**src/rtl/demux_stream_pkg.sv**
```systemverilog
// Shared constants and helpers for the registered 1-to-N stream demultiplexer.
package demux_stream_pkg;

    localparam int DW_DEFAULT = 8;
    localparam int N_DEFAULT  = 8;

    typedef logic [DW_DEFAULT-1:0] data_t;

    // LSB position of channel idx inside the flattened N*DW output bus.
    function automatic int slot_lsb(input int idx, input int dw);
        return idx * dw;
    endfunction

endpackage

```
**src/rtl/demux_stream_n_if.sv**
```systemverilog
// Producer/consumer bundle for demux_stream_n: one input stream, N output streams.
interface demux_stream_n_if
    import demux_stream_pkg::*;
#(
    parameter int DW = DW_DEFAULT,
    parameter int N  = N_DEFAULT
);

    localparam int SW = $clog2(N);

    logic            in_valid;
    logic            in_ready;
    logic [DW-1:0]   in_data;
    logic [SW-1:0]   in_sel;
    logic            in_bcast;
    logic [N-1:0]    out_valid;
    logic [N-1:0]    out_ready;
    logic [N*DW-1:0] out_data;
    logic            sel_err;

    modport master (
        output in_valid, in_data, in_sel, in_bcast, out_ready,
        input  in_ready, out_valid, out_data, sel_err
    );

    modport slave (
        input  in_valid, in_data, in_sel, in_bcast, out_ready,
        output in_ready, out_valid, out_data, sel_err
    );

endinterface

```
**src/rtl/demux_slot.sv**
```systemverilog
// One-entry output register for a single demux channel. A load in the same
// cycle as a drain keeps the slot full, so a channel sustains one word/cycle.
module demux_slot #(
    parameter int DW = 8
) (
    input  logic          clk,
    input  logic          rst_n,
    input  logic          load,
    input  logic [DW-1:0] din,
    input  logic          out_ready,
    output logic          out_valid,
    output logic [DW-1:0] dout,
    output logic          free
);

    logic          valid_q, valid_d;
    logic [DW-1:0] data_q,  data_d;

    // Next-state: load beats drain; data is kept when the slot empties.
    always_comb begin
        valid_d = valid_q;
        data_d  = data_q;
        if (load) begin
            valid_d = 1'b1;
            data_d  = din;
        end else if (out_ready) begin
            valid_d = 1'b0;
        end
    end

    // Slot register with synchronous active-low clear.
    always_ff @(posedge clk) begin
        if (!rst_n) begin
            valid_q <= 1'b0;
            data_q  <= '0;
        end else begin
            valid_q <= valid_d;
            data_q  <= data_d;
        end
    end

    assign out_valid = valid_q;
    assign dout      = data_q;
    assign free      = ~valid_q | out_ready;

endmodule

```
**src/rtl/demux_stream_n.sv**
```systemverilog
// Registered 1-to-N stream demux with broadcast and out-of-range select drop.
// in_ready depends on in_sel/in_bcast/out_ready only, never on in_valid.
module demux_stream_n
    import demux_stream_pkg::*;
#(
    parameter int DW = DW_DEFAULT,
    parameter int N  = N_DEFAULT
) (
    input  logic           clk,
    input  logic           rst_n,
    demux_stream_n_if.slave bus
);

    logic [N-1:0]    free;
    logic [N-1:0]    load;
    logic [N-1:0]    valid_w;
    logic [N*DW-1:0] data_w;
    logic            sel_oob;
    logic            ready;
    logic            acc;
    logic            sel_err_q, sel_err_d;

    // Ready decode: broadcast needs every slot, a bad select is always taken.
    always_comb begin
        sel_oob = (32'(bus.in_sel) >= N);
        ready   = 1'b1;
        if (bus.in_bcast) begin
            ready = &free;
        end else if (!sel_oob) begin
            ready = free[bus.in_sel];
        end
    end

    assign acc = bus.in_valid & ready;

    for (genvar i = 0; i < N; i++) begin : g_slot
        assign load[i] = acc & (bus.in_bcast | (32'(bus.in_sel) == i));

        demux_slot #(.DW(DW)) u_slot (
            .clk       (clk),
            .rst_n     (rst_n),
            .load      (load[i]),
            .din       (bus.in_data),
            .out_ready (bus.out_ready[i]),
            .out_valid (valid_w[i]),
            .dout      (data_w[slot_lsb(i, DW) +: DW]),
            .free      (free[i])
        );
    end

    assign sel_err_d = acc & ~bus.in_bcast & sel_oob;

    // One-cycle pulse for each dropped word; cleared by reset.
    always_ff @(posedge clk) begin
        if (!rst_n) begin
            sel_err_q <= 1'b0;
        end else begin
            sel_err_q <= sel_err_d;
        end
    end

    assign bus.in_ready  = ready;
    assign bus.out_valid = valid_w;
    assign bus.out_data  = data_w;
    assign bus.sel_err   = sel_err_q;

endmodule

```
**src/flat_wrapper.sv**
```systemverilog
// flat-port wrapper written by rule: the top's interface ports become plain ports
module demux_stream_n_flat import demux_stream_pkg::*;
#(
    parameter int DW = DW_DEFAULT,
    parameter int N  = N_DEFAULT
)
  (clk, rst_n, bus_in_valid, bus_in_data, bus_in_sel, bus_in_bcast, bus_out_ready, bus_in_ready, bus_out_valid, bus_out_data, bus_sel_err);
  demux_stream_n_if #(.DW(DW), .N(N)) bus_i ();
  input  logic clk;
  input  logic rst_n;
  input wire logic [$bits(bus_i.in_valid)-1:0] bus_in_valid;
  input wire logic [$bits(bus_i.in_data)-1:0] bus_in_data;
  input wire logic [$bits(bus_i.in_sel)-1:0] bus_in_sel;
  input wire logic [$bits(bus_i.in_bcast)-1:0] bus_in_bcast;
  input wire logic [$bits(bus_i.out_ready)-1:0] bus_out_ready;
  output wire logic [$bits(bus_i.in_ready)-1:0] bus_in_ready;
  output wire logic [$bits(bus_i.out_valid)-1:0] bus_out_valid;
  output wire logic [$bits(bus_i.out_data)-1:0] bus_out_data;
  output wire logic [$bits(bus_i.sel_err)-1:0] bus_sel_err;
  assign bus_i.in_valid = bus_in_valid;
  assign bus_i.in_data = bus_in_data;
  assign bus_i.in_sel = bus_in_sel;
  assign bus_i.in_bcast = bus_in_bcast;
  assign bus_i.out_ready = bus_out_ready;
  assign bus_in_ready = bus_i.in_ready;
  assign bus_out_valid = bus_i.out_valid;
  assign bus_out_data = bus_i.out_data;
  assign bus_sel_err = bus_i.sel_err;
  demux_stream_n #(.DW(DW), .N(N)) u_core (.clk(clk), .rst_n(rst_n), .bus(bus_i));
endmodule
```
**config.mk**
```make
export PLATFORM = sky130hd
export DESIGN_NAME = demux_stream_n_flat
export DESIGN_NICKNAME = d
export VERILOG_FILES = /design/src/rtl/demux_stream_pkg.sv /design/src/rtl/demux_stream_n_if.sv /design/src/rtl/demux_slot.sv /design/src/rtl/demux_stream_n.sv /design/src/flat_wrapper.sv
export SDC_FILE = /design/constraint.sdc
export NUM_CORES = 1
export LEC_CHECK = 0
export CORE_ASPECT_RATIO = 1.2
export CORE_UTILIZATION = 31
export CTS_CLUSTER_DIAMETER = 200
export DETAILED_ROUTE_END_ITERATION = 7
export GPL_TIMING_DRIVEN = 0
export PLACE_DENSITY_LB_ADDON = 0.05
export SETUP_SLACK_MARGIN = 0.1
export SLEW_MARGIN = 20
export SYNTH_ARGS = -nofsm -noshare
export SYNTH_HDL_FRONTEND = slang
export SYNTH_SLANG_ARGS = --single-unit
```
**constraint.sdc**
```tcl
create_clock -name clk -period 2.93 [get_ports clk]
set_input_delay 0.586 -clock clk [delete_from_list [all_inputs] [get_ports clk]]
set_output_delay 0.586 -clock clk [all_outputs]
set_load 0.05 [all_outputs]
```
**Yosys cells after proc, flatten, opt, wreduce, memory -nomap -nowiden**

Index checks and enable logic that the tools add are counted.

- Register bits: 72
- Input bits: 23
- Output and inout port bits: 74
- Word-level logic and storage cells: 86

- Magnitude comparators: 1
- Equality and inequality tests: 7
- Multiplexer cells: 19
- Bitwise operators: 33
- Reduce and logical (&&, ||, !) cells: 10

Operators with widths:

| cell | count |
|---|---|
| 1-bit 2-to-1 mux | 18 |
| 1-bit OR | 16 |
| 2-bit nonzero test | 8 |
| 3-bit equality test, second input constant | 4 |
| 1-bit bitwise AND | 9 |
| 1-bit NOT | 8 |
| 8-bit AND reduction | 1 |
| 3-bit by 2-bit equality test with 1-bit output, second input constant | 2 |
| 3-bit by 4-bit less-than comparator with 1-bit output, second input constant | 1 |
| 1-bit binary-select mux with 3-bit select | 1 |
| 3-bit by 1-bit equality test with 1-bit output, second input constant | 1 |
| 3-bit zero test | 1 |

**Logic depth before layout (Yosys ltp)**

Gate-level depths: netlist of run 1.

- Depth after elaboration: 8
- Gate-level depth with buffers: 7
- Mapped depth without buffers: 5

**Hierarchy**

A second synthesis of run 1 with hierarchy kept.

- Cells, all modules: 271
- Area total of the unflattened synthesis: 3025.4 µm²

Modules (own cells, without submodules):

| module | times used | cells each | area each (µm²) | sequential area each (µm²) |
|---|---|---|---|---|
| demux_slot | 8 | 29 | 339.1 | 180.2 |
| demux_stream_n | 1 | 39 | 312.8 | 0.0 |

**Worst setup path after synthesis of run 1**

Ideal clock, no wire load.

- Path kind: in2out
- Start: in bus_in_sel[0]
- End: out bus_in_ready
- Arrival: 2.103 ns
- Required time: 2.344 ns
- Slack: 0.241 ns
- Stages: 6
- Buffers on the path: 1
- Cell sequence: buf_2 nand2b_1 o22ai_1 a2111oi_0 a21oi_1 o21bai_1

- Longest elaborated chain between the ends: 3

Ends and longest elaborated chain:

| what | line | source |
|---|---|---|
| from (decl) | flat_wrapper.sv:13 | `input wire logic [$bits(bus_i.in_sel)-1:0] bus_in_sel;` |
| 1-bit binary-select mux with 3-bit select | demux_stream_n.sv:30 | `ready = free[bus.in_sel];` |
| 1-bit 2-to-1 mux (implied by the code) | demux_stream_n.sv:30 |  |
| 1-bit 2-to-1 mux | demux_stream_n.sv:27 | `if (bus.in_bcast) begin` |
| to (decl) | flat_wrapper.sv:16 | `output wire logic [$bits(bus_i.in_ready)-1:0] bus_in_ready;` |

Every way passes these cells. The select of a mux whose other input is x is not followed.

**Final worst setup path of run 1**

- Start: in bus_out_ready[3]
- End: out bus_in_ready

- Longest elaborated chain between the ends: 4
- Elaborated cells between the ends (all ways): 5
- Those cells by class: 3 x mux; 1 x bitwise; 1 x reduce/logical

Ends and longest elaborated chain:

| what | line | source |
|---|---|---|
| from (decl) | flat_wrapper.sv:15 | `input wire logic [$bits(bus_i.out_ready)-1:0] bus_out_ready;` |
| 1-bit OR * | demux_slot.sv:44 | `assign free = ~valid_q \| out_ready;` |
| 1-bit binary-select mux with 3-bit select | demux_stream_n.sv:30 |  |
| 1-bit 2-to-1 mux (implied by the code) | demux_stream_n.sv:30 |  |
| 1-bit 2-to-1 mux * | demux_stream_n.sv:27 |  |

Mark *: on every way between the ends. The rest lies on a longest branch, timed or not. The select of a mux whose other input is x is not followed.

==> impl_metrics.json, run 1 <==
{
  "outcome": "complete, but fails checks",
  "failed_checks": "DRC",
  "synth_edf_count": 0,
  "start_util": 0.318,
  "synthesis.nets": 374,
  "synth_seq_cells": 72,
  "clk_path_buf_depth": 2,
  "viasPerCell": 4.97,
  "drv_cap": 0,
  "path_max_fanout": 4,
  "clock_latency_ns": 0.33,
  "pin_count": 97,
  "tightest_slew_ns": 0.605,
  "ys_top_cells_by_area": "dfxtp_1 (43%), mux2i_1 (9.6%), a21bo_2 (7.2%), nand2_1 (6.8%), a21oi_1 (4.8%)",
  "path_clk_slew_ns": 0.06,
  "power_w": 0.00300,
  "die_h_um": 116,
  "clkPwrFrac": 0.369,
  "route.detailed.drc": 2,
  "synth_top_area_share": 0.433,
  "seq_power_share": 0.365,
  "yosys.area.top_type": "dfxtp_1",
  "yosysWarnings": 0,
  "cp.arrival_ns": 2.18,
  "area_growth_syn_to_layout_pct": 42.2,
  "drt-initial-drc-count": 169,
  "final-max-slew-violation-count": 0,
  "power_density_mw_per_mm2": 633,
  "fin_util": 0.452,
  "n_antenna_cell": 0,
  "fin_tns_setup_ns": 0,
  "grt_pass1_vias": 2884,
  "die_area_mm2": 0.0112,
  "drive_gt1_frac": 0.174,
  "grt_overflow": 0,
  "vias": 2934,
  "fin_crit_sh": 0.945,
  "path_class": "primary input to primary output",
  "synthesis.area_per_instance_um2": 9.49,
  "syn_inst": 351,
  "synth.most_common_cell": "dfxtp_1",
  "p_int_w": 0.00201,
  "fmax_mhz": 361,
  "first_pass_iters": 6,
  "cts_tree": "yes",
  "regArea_mm2": 0.00144,
  "fin_nets": 479,
  "clk_root_buffer_cell": "clkbuf_16",
  "switching_power_w": 0.000988,
  "io_buffers": 92,
  "syn_area_mm2": 0.00333,
  "worstPathRequired_ns": 2.34,
  "power.share.combinational": 0.266,
  "yosysSeqAreaShare": 0.433,
  "fillers": 1077,
  "setup_slack_ns": 0.160,
  "p_leak_nw": 1.85,
  "synth_top_cells_by_count": "dfxtp_1 (72), nand2_1 (60), a21oi_1 (32), mux2i_1 (32), nand3_1 (26)",
  "max-vdd-ir-drop_mv": 0.242,
  "gp_congestion": 0.766,
  "pre_cts_slack_ns": -0.703,
  "p_sw_frac": 0.330,
  "routed_wl_um": 10000,
  "numCtsBuffers": 9,
  "clock_skew_ns": 0.00636,
  "track_usage": 0.178,
  "ant_nets": 0,
  "endpoint_kind": "primary output",
  "hpwl_um": 7290,
  "clock-sinks": 72,
  "synth_cell_type_count": 38,
  "core_area_mm2": 0.0105,
  "async_reset_ff_frac": 0,
  "crit_path_start_kind": "primary input",
  "antenna_found_initial": 0,
  "rsz0062_at_grt": "no",
  "grt_max_degree": 20,
  "synthFlopType": "dfxtp_1",
  "hold_violations": 0,
  "post_drt_wl_per_cell_um": 16.9,
  "finalSetupViolCount": 0,
  "fin_crit_ns": 2.77,
  "htree_levels": 3,
  "max_slew_margin": 0.597,
  "die_w_um": 96.6,
  "grt_pass1_wl_um": 15400,
  "hold_path.class": "register to register",
  "multiInputGateArea_mm2": 0.00164,
  "timing.hold.ws_ns": 0.458,
  "rows": 41
}
## metal layers
metal	vias to the layer above	share of wire	global-route usage
li1	1454	-	-
met1	1383	0.43	0.212
met2	85	0.49	0.304
met3	12	0.056	0.0531
met4	0	0.017	0.0667
met5	-	0	0
## power by group through the flow
stage | logic, W | clock network (W) | registers (W)
after floorplan | 0.000326 | 0 | 0.00132
after global placement | 0.000792 | 0 | 0.00111
after detailed placement | 0.000797 | 0 | 0.00111
after CTS | 0.000803 | 0.00113 | 0.00109
after global routing | 0.000841 | 0.00117 | 0.00110
final | 0.000798 | 0.00111 | 0.00109
## registers in the layout, indices dropped and copies added, names as in the netlist
name	count
u_core.g_slot.u_slot.out_valid	8
u_core.g_slot.u_slot.dout	64
## repair_timing
action,CTS,global route
buffers inserted,3,0
endpoints found under the setup margin,1,1
pin swaps,3,0
hold buffers,0,0
gates resized for setup,8,2
## final cells by class
class / count / share of cell area
multi-input cells: 236 / 0.346
repair buffers: 95 / 0.199
well taps: 129 / 0.0341
clock inverters: 6 / 0.0145
inverters: 3 / 0.00238
clock buffers: 10 / 0.0484
flip-flops and latches: 72 / 0.305
plain buffers: 39 / 0.0515
## critical path: stages
cell and delay, ns:
clkdlybuf4s50_1 0.43, nand2b_2 0.25, mux4_2 0.48, a21oi_1 0.16
o21bai_1 0.08, buf_4 0.19
## placed cells by master, fill, tap and decap left out, types with 6 or more instances in the layout
master and n:
clkdlybuf4s50_1 91, a21bo_2 24, dfxtp_1 72, clkbuf_16 9, buf_6 6, nand3_1 26, buf_4 17, and3_1 9
nand2_1 60, clkbuf_1 18, a32oi_1 8, a21oi_1 32, o311ai_0 7, mux2i_1 32
## worst paths after layout
kind                                                   startpoint                                 to  slack [ns]  cells past startpoint
worst min-delay path              u_core.g_slot[6].u_slot.dout[3]    u_core.g_slot[6].u_slot.dout[3]        0.46                      2
worst min register to register    u_core.g_slot[6].u_slot.dout[3]    u_core.g_slot[6].u_slot.dout[3]        0.46                      2
worst max register to register  u_core.g_slot[1].u_slot.out_valid  u_core.g_slot[1].u_slot.out_valid        1.10                      7
worst max-delay path                             bus_out_ready[3]                       bus_in_ready        0.16                      6
## kinds of logic (layout without fill, tap and decap cells)
group,count (synthesis),after routing,synth area share
other cells,1,1,0.00113
mux,33,33,0.103
compound gates,84,84,0.202
simple gates,118,118,0.182
buf+inv,43,153,0.0789
flops,72,72,0.433
## through the flow
step,cell area (um^2),cells
floorplan,3330,351
global placement,4410,572
detailed placement,4410,572
CTS,4730,590
global route,4730,590
finish,4730,590
No activity file was read; power rests on OpenSTA's default activity.
==> run 2, diff against run 1 <==
- SLEW_MARGIN: 20 -> 10
==> results of run 2 <==
Same layout as run 1: the final DEF is identical, and so are final timing and power.
